<file path="src/rtl/board_reveal_engine.sv">
// Minesweeper board engine: mine map storage, neighbour-count computation,
// flip/flag handling with queue-driven flood fill, game state and a VGA read port.
module board_reveal_engine #(
    parameter int COLS = 5,
    parameter int ROWS = 5,
    parameter int IDW  = 5
) (
    input  logic           clock,
    input  logic           reset,
    input  logic           mine_we,
    input  logic [IDW-1:0] mine_id,
    input  logic           mine_val,
    input  logic           start,
    input  logic           flip,
    input  logic           flag,
    input  logic [IDW-1:0] cell_id,
    input  logic [IDW-1:0] rd_id,
    output logic [1:0]     rd_state,
    output logic [3:0]     rd_count,
    output logic           rd_mine,
    output logic           ready,
    output logic           game_over,
    output logic           win,
    output logic [IDW:0]   revealed_cnt
);

    localparam int N = ROWS * COLS;

    typedef logic [IDW-1:0] id_t;
    typedef logic [IDW:0]   cnt_t;

    localparam cnt_t N_CNT = cnt_t'(N);

    typedef enum logic [2:0] {
        S_IDLE,
        S_COUNT,
        S_READY,
        S_POP,
        S_NBR,
        S_LOST,
        S_WON
    } state_t;

    // True when the id addresses a cell on the board.
    function automatic logic valid_id(input id_t id);
        return {1'b0, id} < N_CNT;
    endfunction

    // Circular queue pointer advance.
    function automatic id_t next_ptr(input id_t p);
        return ({1'b0, p} == N_CNT - cnt_t'(1)) ? '0 : p + id_t'(1);
    endfunction

    // Neighbour k (NW,N,NE,W,E,SW,S,SE) of a cell; bit IDW flags in-bounds, no wrap.
    function automatic logic [IDW:0] neighbour(input id_t id, input logic [2:0] k);
        int r, c, nr, nc;
        logic [IDW:0] res;
        r   = int'(id) / COLS;
        c   = int'(id) % COLS;
        nr  = r;
        nc  = c;
        res = '0;
        case (k)
            3'd0: begin nr = r - 1; nc = c - 1; end
            3'd1: begin nr = r - 1; nc = c;     end
            3'd2: begin nr = r - 1; nc = c + 1; end
            3'd3: begin nr = r;     nc = c - 1; end
            3'd4: begin nr = r;     nc = c + 1; end
            3'd5: begin nr = r + 1; nc = c - 1; end
            3'd6: begin nr = r + 1; nc = c;     end
            3'd7: begin nr = r + 1; nc = c + 1; end
        endcase
        if (nr >= 0 && nr < ROWS && nc >= 0 && nc < COLS) begin
            res = {1'b1, id_t'(nr * COLS + nc)};
        end
        return res;
    endfunction

    state_t       state_q, state_d;
    logic [N-1:0] mine_q, mine_d;
    logic [N-1:0] revealed_q, revealed_d;
    logic [N-1:0] flagged_q, flagged_d;
    logic [N-1:0] queued_q, queued_d;
    logic [3:0]   count_q [N];
    logic [3:0]   count_d [N];
    id_t          idx_q, idx_d;
    logic [2:0]   k_q, k_d;
    id_t          head_q, head_d;
    id_t          tail_q, tail_d;
    cnt_t         qlen_q, qlen_d;
    cnt_t         mine_cnt_q, mine_cnt_d;
    cnt_t         rcnt_q, rcnt_d;
    logic         flip_prev_q, flag_prev_q;
    id_t          queue_q [N];

    logic         flip_edge, flag_edge;
    logic         push_en;
    id_t          push_id;
    logic         do_start;
    logic [3:0]   nbr_sum;
    logic [IDW:0] sum_nbr;
    logic [IDW:0] fill_nbr;
    logic         fill_ok;
    id_t          fill_id;

    assign flip_edge = flip & ~flip_prev_q;
    assign flag_edge = flag & ~flag_prev_q;

    assign fill_nbr = neighbour(idx_q, k_q);
    assign fill_ok  = fill_nbr[IDW];
    assign fill_id  = fill_nbr[IDW-1:0];

    // Mine count around the cell currently addressed by the COUNT sweep.
    always_comb begin
        nbr_sum = '0;
        sum_nbr = '0;
        for (int k = 0; k < 8; k++) begin
            sum_nbr = neighbour(idx_q, 3'(k));
            if (sum_nbr[IDW] && mine_q[sum_nbr[IDW-1:0]]) begin
                nbr_sum = nbr_sum + 4'd1;
            end
        end
    end

    // Next-state logic for the game FSM and all board/queue registers.
    always_comb begin
        // NOTE: every _d takes its hold value first, so no branch can leave a latch behind.
        state_d    = state_q;
        mine_d     = mine_q;
        revealed_d = revealed_q;
        flagged_d  = flagged_q;
        queued_d   = queued_q;
        count_d    = count_q;
        idx_d      = idx_q;
        k_d        = k_q;
        head_d     = head_q;
        tail_d     = tail_q;
        qlen_d     = qlen_q;
        mine_cnt_d = mine_cnt_q;
        rcnt_d     = rcnt_q;
        push_en    = 1'b0;
        push_id    = '0;
        do_start   = 1'b0;

        case (state_q)
            S_IDLE: begin
                if (mine_we && valid_id(mine_id)) begin
                    mine_d[mine_id] = mine_val;
                end
                if (start) begin
                    do_start = 1'b1;
                end
            end

            S_COUNT: begin
                count_d[idx_q] = nbr_sum;
                mine_cnt_d     = mine_cnt_q + cnt_t'(mine_q[idx_q]);
                if ({1'b0, idx_q} == N_CNT - cnt_t'(1)) begin
                    state_d = S_READY;
                end else begin
                    idx_d = idx_q + id_t'(1);
                end
            end

            S_READY: begin
                if (rcnt_q == N_CNT - mine_cnt_q && mine_cnt_q != '0) begin
                    state_d = S_WON;
                end else if (flip_edge) begin
                    // A simultaneous flag edge is deliberately dropped here.
                    if (valid_id(cell_id) && !revealed_q[cell_id] && !flagged_q[cell_id]) begin
                        revealed_d[cell_id] = 1'b1;
                        rcnt_d              = rcnt_q + cnt_t'(1);
                        if (mine_q[cell_id]) begin
                            state_d = S_LOST;
                        end else if (count_q[cell_id] == 4'd0) begin
                            queued_d[cell_id] = 1'b1;
                            push_en           = 1'b1;
                            push_id           = cell_id;
                            state_d           = S_POP;
                        end
                    end
                end else if (flag_edge && valid_id(cell_id) && !revealed_q[cell_id]) begin
                    flagged_d[cell_id] = ~flagged_q[cell_id];
                end
            end

            S_POP: begin
                idx_d   = queue_q[head_q];
                head_d  = next_ptr(head_q);
                qlen_d  = qlen_q - cnt_t'(1);
                k_d     = '0;
                state_d = S_NBR;
            end

            S_NBR: begin
                if (fill_ok && !revealed_q[fill_id] && !flagged_q[fill_id] && !queued_q[fill_id]) begin
                    revealed_d[fill_id] = 1'b1;
                    queued_d[fill_id]   = 1'b1;
                    rcnt_d              = rcnt_q + cnt_t'(1);
                    if (count_q[fill_id] == 4'd0) begin
                        push_en = 1'b1;
                        push_id = fill_id;
                    end
                end
                if (k_q == 3'd7) begin
                    state_d = (qlen_q == '0 && !push_en) ? S_READY : S_POP;
                end else begin
                    k_d = k_q + 3'd1;
                end
            end

            S_LOST, S_WON: begin
                if (start) begin
                    do_start = 1'b1;
                end
            end

            default: state_d = S_IDLE;
        endcase

        if (push_en) begin
            tail_d = next_ptr(tail_q);
            qlen_d = qlen_d + cnt_t'(1);
        end

        // New game: keep the mine map, wipe all per-game progress.
        if (do_start) begin
            state_d    = S_COUNT;
            idx_d      = '0;
            mine_cnt_d = '0;
            rcnt_d     = '0;
            revealed_d = '0;
            flagged_d  = '0;
            queued_d   = '0;
            head_d     = '0;
            tail_d     = '0;
            qlen_d     = '0;
        end
    end

    // Game state register.
    always_ff @(posedge clock) begin
        // NOTE: sequential state uses non-blocking assignments so all registers update together.
        if (reset) begin
            state_q <= S_IDLE;
        end else begin
            state_q <= state_d;
        end
    end

    // Board, counter and queue-pointer registers.
    always_ff @(posedge clock) begin
        if (reset) begin
            mine_q      <= '0;
            revealed_q  <= '0;
            flagged_q   <= '0;
            queued_q    <= '0;
            // NOTE: the count array is cleared on reset because the read port exposes it;
            // the queue storage is not, since its pointers alone define what is valid.
            for (int i = 0; i < N; i++) begin
                count_q[i] <= '0;
            end
            idx_q       <= '0;
            k_q         <= '0;
            head_q      <= '0;
            tail_q      <= '0;
            qlen_q      <= '0;
            mine_cnt_q  <= '0;
            rcnt_q      <= '0;
            flip_prev_q <= 1'b0;
            flag_prev_q <= 1'b0;
        end else begin
            mine_q      <= mine_d;
            revealed_q  <= revealed_d;
            flagged_q   <= flagged_d;
            queued_q    <= queued_d;
            count_q     <= count_d;
            idx_q       <= idx_d;
            k_q         <= k_d;
            head_q      <= head_d;
            tail_q      <= tail_d;
            qlen_q      <= qlen_d;
            mine_cnt_q  <= mine_cnt_d;
            rcnt_q      <= rcnt_d;
            flip_prev_q <= flip;
            flag_prev_q <= flag;
        end
    end

    // Flood-fill queue storage.
    always_ff @(posedge clock) begin
        if (push_en) begin
            queue_q[tail_q] <= push_id;
        end
    end

    // Combinational read port for the renderer.
    always_comb begin
        rd_state = 2'd0;
        rd_count = 4'd0;
        rd_mine  = 1'b0;
        if (valid_id(rd_id)) begin
            if (revealed_q[rd_id]) begin
                rd_state = 2'd1;
            end else if (flagged_q[rd_id]) begin
                rd_state = 2'd2;
            end
            rd_count = count_q[rd_id];
            rd_mine  = mine_q[rd_id];
        end
    end

    assign ready        = (state_q == S_READY);
    assign game_over    = (state_q == S_LOST);
    assign win          = (state_q == S_WON);
    assign revealed_cnt = rcnt_q;

endmodule

</file>
<file path="config.mk">
export PLATFORM = sky130hd
export DESIGN_NAME = board_reveal_engine
export DESIGN_NICKNAME = d
export VERILOG_FILES = /design/src/rtl/board_reveal_engine.sv
export SDC_FILE = /design/constraint.sdc
export NUM_CORES = 1
export LEC_CHECK = 0
export CAP_MARGIN = 10
export CORE_MARGIN = 2
export CORE_UTILIZATION = 25
export CTS_CLUSTER_SIZE = 16
export DETAILED_ROUTE_END_ITERATION = 10
export GPL_ROUTABILITY_DRIVEN = 0
export GPL_TIMING_DRIVEN = 0
export PLACE_DENSITY = 0.43
export SYNTH_ARGS = -nofsm -noshare
export SYNTH_HDL_FRONTEND = slang
export SYNTH_SLANG_ARGS = --single-unit
</file>
<file path="constraint.sdc">
create_clock -name clock -period 10.5 [get_ports clock]
set_clock_uncertainty 0.05 [all_clocks]
set_input_delay 2.1 -clock clock [delete_from_list [all_inputs] [get_ports clock]]
set_output_delay 2.1 -clock clock [all_outputs]
set_load 0.05 [all_outputs]
</file>
; ---- Word level (Yosys, flattened, before mapping)
; Memory sizes are Yosys's and may differ from the RTL's. A register that Yosys moved wholly into a read port is not among the register bits.
; Cells that the tools add are included.
[classes]
n_addsub = 29
multipliers = 4
n_div = 2
order_cmp = 40
n_eq_ne = 36
mux = 138
bitwise = 16
n_reduce_logical = 75
[op_table]
columns = op, count
row1 = $ge 32x1->1 const B, 8
row2 = $lt 32x4->1 const B, 8
row3 = $mux 25, 10
row4 = $pmux 32 s3, 2
row5 = $mul 32x4->5 const B, 4
row6 = $bwmux 100, 1
row7 = $or 25x25->25, 4
row8 = $pmux 25 s2, 2
row9 = $bmux 1 s5, 18
row10 = $mux 6, 15
row11 = $lt 5x6->1 const B, 13
row12 = $add 32x2->32 const B, 2
row13 = $sub 32x2->32 const B, 2
row14 = $bmux 4 s5, 3
row15 = $mux 4, 15
row16 = $mux 5, 12
row17 = $bwmux 25, 2
row18 = $add 5x5->5, 9
row19 = $logic_and 1x1->1, 44
row20 = $mux 1, 37
row21 = $div 6x4->32 const B, 1
row22 = $mod 6x4->32 const B, 1
row23 = $add 4x1->4 const B, 7
row24 = $ge 6x6->1 const B, 4
row25 = 45 further kinds, 116
[totals]
ff_bits = 241
ramBits = 125
input_bits = 22
output_inout_bits = 16
wordCells = 381
mem_count = 1
[mem_list]
columns = memory, depth, width, read_ports, rd_clocked_by_memory_dff, wr, line_no
row1 = queue_q, 25, 5, 1, 1, 1, 94  ; id_t queue_q [N];

; ---- Longest topological paths before layout
[logic_depth]
depth_word = 26
ltp_mapped = 58
mapped_depth_nobuf = 52

; ---- Least setup slack after synthesis
; Ideal clock, no wire load.
[synth_timing]
kind = register -> register
from = register idx_q[3]
to = register count_q[2] (netlist name)
setup_ps = 155
arrival_time_ps = 11275
required_time_ps = 10295
slack_ps = -979
stages_incl_launch_ff = 50
synth_period_minus_slack_ps = 11479
path_cell_list = dfxtp_1 buf_4 clkbuf_1 clkinv_1 ha_1 o21a_4 buf_2 xnor2_1 ha_1 o21a_1 or2_0 buf_2 a221o_1 inv_4 xnor2_1 ha_1 inv_1 nor2_1 (+14 left out) mux2_2 and2_1 ha_1 xor2_4 inv_1 ha_1 xor2_1 or3_1 o211a_1 ha_1 nand2b_1 o21ai_0 o21ai_0 ha_1 nand2_1 xor2_1 buf_2 a211oi_1
[synth_via]
elab_chain_cells = 26
word_cells_on_any_way = 102
[synth_lines]
columns = item, line_no
row1 = start: declaration, 86  ; id_t idx_q, idx_d;
row2 = start signal: assignment, 278  ; idx_q <= idx_d;
row3 = branches (longest 25 deep; another with $div 6x4->32), n/a
row4 = $bwmux 100 *, 156  ; count_d[idx_q] = nbr_sum;
row5 = end signal: assignment, 277  ; count_q <= count_d;
row6 = end: declaration, 84  ; logic [3:0] count_q [N];
; Mark *: on every way between the ends. The select of a mux whose other input is x is not followed.
; A chain may end at the register's enable or synchronous reset.

; ---- Final worst setup path
[layout_timing]
from = register idx_q[3]
to = register count_q[15] (netlist name)
; Same word-level chain as after synthesis.

==> insert_results.sql <==
INSERT INTO impl_metrics (metric_group, metric, value, unit) VALUES
('synthesis', 'area_fraction_in_and_or_nand_and_nor_cells_after_synthesis', '20.71', '%'),
('sta', 'timing.final.crit_period', '10.10', 'ns'),
('clock_network', 'ctsLongestPathBuffers', '3', ''),
('detailed_routing', 'dr.pass1.iters', '5', ''),
('sta', 'worst_slew_margin_rel', '14.21', '%'),
('global_route', 'grt_pass1_wl', '145800', 'µm'),
('detailed_routing', 'via_count', '22550', ''),
('synthesis', 'synth.distinct_cells', '109', ''),
('clock_network', 'cts-buffers-inserted', '45', ''),
('power', 'seq_power_share', '24.9', '%'),
('global_route', 'grt_antenna_before_repair', '6', ''),
('power', 'net_switching_fraction_of_the_power', '41.79', '%'),
('placed_design', 'buffer_ports.inserted', '28', ''),
('detailed_routing', 'routed_wire_length_per_instance', '23.54', 'µm'),
('synthesis', 'post_synth_inst_count', '2730', ''),
('sta', 'finalSetupTns', '0', 'ns'),
('sta', 'timing_max_transition_violations_final', '0', ''),
('placed_design', 'dp_worst_setup_slack', '-2.599', 'ns'),
('floorplan', 'die-area', '101300', 'µm²'),
('setup_path', 'register_to_register_path_setup_slack', '0.40', 'ns'),
('sta', 'setup_viol', '0', ''),
('setup_path', 'crit_path_max_fanout', '9', ''),
('detailed_routing', 'finalWirelength', '98520', 'µm'),
('placed_design', 'dpl-instance-area', '26710', 'µm²'),
('floorplan', 'fp-row-count', '115', ''),
('sta', 'fmaxAchievable', '98.97', 'MHz'),
('power', 'leakage', '10.12', 'nW'),
('final_layout', 'filler_cell_count', '10430', ''),
('floorplan', 'core_region_area', '98130', 'µm²'),
('global_route', 'globalRouteOverflowTotal', '0', ''),
('synthesis', 'yosys.area_share.adder', '4.914', '%'),
('global_route', 'grt_util_all_layers', '18.90', '%'),
('setup_path', 'criticalPathCategory', 'reg -> reg', ''),
('synthesis', 'synth_enable_flop_cells', '125', ''),
('floorplan', 'floorplan.die.height', '318.3', 'µm'),
('power', 'internal_power', '0.003514', 'W'),
('setup_path', 'worst-endpoint-arrival', '10.56', 'ns'),
('power', 'pwr-share-clk', '28.3', '%'),
('min_path', 'worstHoldEndpoint', 'count_q[77]', ''),
('setup_path', 'max_stage_delay', '0.54', 'ns'),
('min_path', 'worstHoldPathType', 'reg -> reg', ''),
('final_layout', 'antenna-diode-count', '0', ''),
('synthesis', 'synth_fp_nets', '2843', ''),
('clock_network', 'tritoncts_num_sinks', '371', ''),
('setup_path', 'regToRegEndpoint', 'count_q[15]', ''),
('final_layout', 'drive_gt1_share', '15.73', '%'),
('setup_path', 'cp_data_required_time', '10.95', 'ns'),
('synthesis', 'synth_top_family_by_area', 'simple AND/OR/NAND/NOR gates', ''),
('power', 'power.net_switching', '0.002522', 'W'),
('flow_run', 'max_cap_violations', '0', ''),
('floorplan', 'initial_core_util', '25.17', '%'),
('power', 'power_per_cell_area', '204.5', 'nW/µm²'),
('global_route', 'grt_pass1_vias', '21900', ''),
('synthesis', 'share_of_flip_flops_with_an_asynchronous_set_or_reset', '0', '%'),
('clock_network', 'clock-root-buffer', 'sky130_fd_sc_hd__clkbuf_16', ''),
('status', 'result_of_the_run', 'finished clean', ''),
('setup_path', 'worst_r2r_startpoint', 'idx_q[3]', ''),
('global_route', 'pin_count_of_the_biggest_net_entering_global_routing', '26', ''),
('setup_path', 'worstSetupStartpointType', 'register', ''),
('synthesis', 'mappedNetlistArea', '24700', 'µm²'),
('floorplan', 'boundary_pins', '38', ''),
('detailed_routing', 'ant_nets', '0', ''),
('final_layout', 'most_common_library_cell_in_the_layout_ignoring_fill_and_taps', 'sky130_fd_sc_hd__nor2_1', ''),
('sta', 'worst-slew-pin-transition', '1.287', 'ns'),
('synthesis', 'synth.yosys.seq_area_share', '35.14', '%'),
('final_layout', 'flow.area_growth_from_synthesis', '19.52', '%'),
('synthesis', 'synth_seq_cells', '371', ''),
('clock_network', 'cts_tree', 'done', ''),
('setup_path', 'cp_slowest_cell', 'sky130_fd_sc_hd__mux4_2', ''),
('sta', 'post-route-period-util', '96.23', '%'),
('sta', 'setup_ws', '0.3959', 'ns');
[per-stage QoR]
step | utilization, % | power (W) | instances | hold slack, ns
floorplan | - | 0.003161 | 2730 | 0.3871
global placement | 27.17 | 0.004013 | 4045 | 0.4029
detailed placement | 27.22 | 0.003992 | 4048 | 0.4090
CTS | 29.53 | 0.005928 | 4157 | 0.4198
global route | 30.08 | 0.006311 | 4185 | 0.4358
finish | 30.08 | 0.006036 | 4185 | 0.4186
[routing by layer]
layer | global-route usage (%) | routed length, µm | vias up
li1 | - | - | 10420
met1 | 25.73 | 43770 | 11110
met2 | 30.37 | 44830 | 812
met3 | 2.569 | 5811 | 198
met4 | 7.172 | 4054 | 10
met5 | 0 | 57 | -
[worst max-delay path: cells and delay by family, from the launching register on]
family          cells  cell delay, ns
compound gates     11            2.27
xor+xnor            6            0.96
fa+ha+maj           9            2.29
buf+inv            15            1.82
flops               1            0.35
mux                 2            0.82
simple gates        8            1.38
[cell families after synthesis]
| family | after synthesis |
|---|---|
| and+or+nand+nor | 1110 |
| AOI/OAI and AO/OA | 602 |
| DFF | 371 |
| buffers and inverters | 240 |
| muxes | 205 |
| xor gates and xnor gates | 108 |
| adders and majority gates | 94 |
[power groups by stage]
stage / combinational, W / sequential, W / clock (W)
floorplan: 0.00163 / 0.00153 / 0
global placement: 0.00248 / 0.00154 / 0
detailed placement: 0.00246 / 0.00154 / 0
CTS: 0.00267 / 0.00150 / 0.00175
global route: 0.00300 / 0.00151 / 0.00181
finish: 0.00282 / 0.00150 / 0.00171
[state kept, by name, summed over array words and instances (netlist names), 6 cells and up, named ones only]
| name | count |
|---|---|
| mine_cnt_q | 6 |
| queue_q | 125 |
| mine_q | 25 |
| queued_q | 25 |
| qlen_q | 6 |
| revealed_cnt | 6 |
| revealed_q | 25 |
| count_q | 100 |
| flagged_q | 25 |
[final cells by class]
cell class,instances,area (µm²),share of cell area (%)
tap,1287,1610,5.455
buffer,180,865.8,2.933
timing repair buffer,87,782.0,2.649
clock inverter,28,405.4,1.373
sequential,371,8682,29.41
multi-input combinational,2119,15690,53.16
inverter,57,254.0,0.8604
clock buffer,56,1227,4.158
[worst max-delay path by stage]
stage,start,endpoint,slack (ns),cells past startpoint
6_report,idx_q[3],count_q[15],0.40,51
5_1_grt,idx_q[3],count_q[75],-0.03,53
4_1_cts,idx_q[3],count_q[71],0.004,53
3_5_place_dp,idx_q[3],count_q[50],-2.60,48
3_3_place_gp,idx_q[3],count_q[30],-2.64,54
2_1_floorplan,idx_q[3],count_q[21],-0.02,49
[synthesized netlist by cell type (all sizes together), types with 19 or more instances]
master  number  area [µm²]
nor3        64       331.6
xnor2       71       636.9
dfxtp      246        4925
o211ai      19       161.4
nor2       471        1773
clkbuf     131       491.7
o21ai       73       365.4
inv         54       205.2
xor2        31       290.3
a211o       27       236.5
mux2i       58       580.6
a22oi       29       217.7
and3        35       219.0
mux4       118        2658
a21oi      198       991.0
ha          85        1064
mux2        29       330.3
nor2b       24       150.1
nor4        47       315.3
nand4       48       300.3
nand2      256       960.9
a211oi      76       575.6
edfxtp     125        3754
nand3       63       320.3
buf         52       261.5
a31oi       23       143.9
[repair_timing]
item,4_1_cts,5_1_grt
gates cloned,0,2
pin swaps,18,34
endpoints found under the setup margin,416,220
hold buffers,0,0
setup buffers,28,26
gates resized for setup,86,73
No activity file was read; power rests on OpenSTA's default activity.
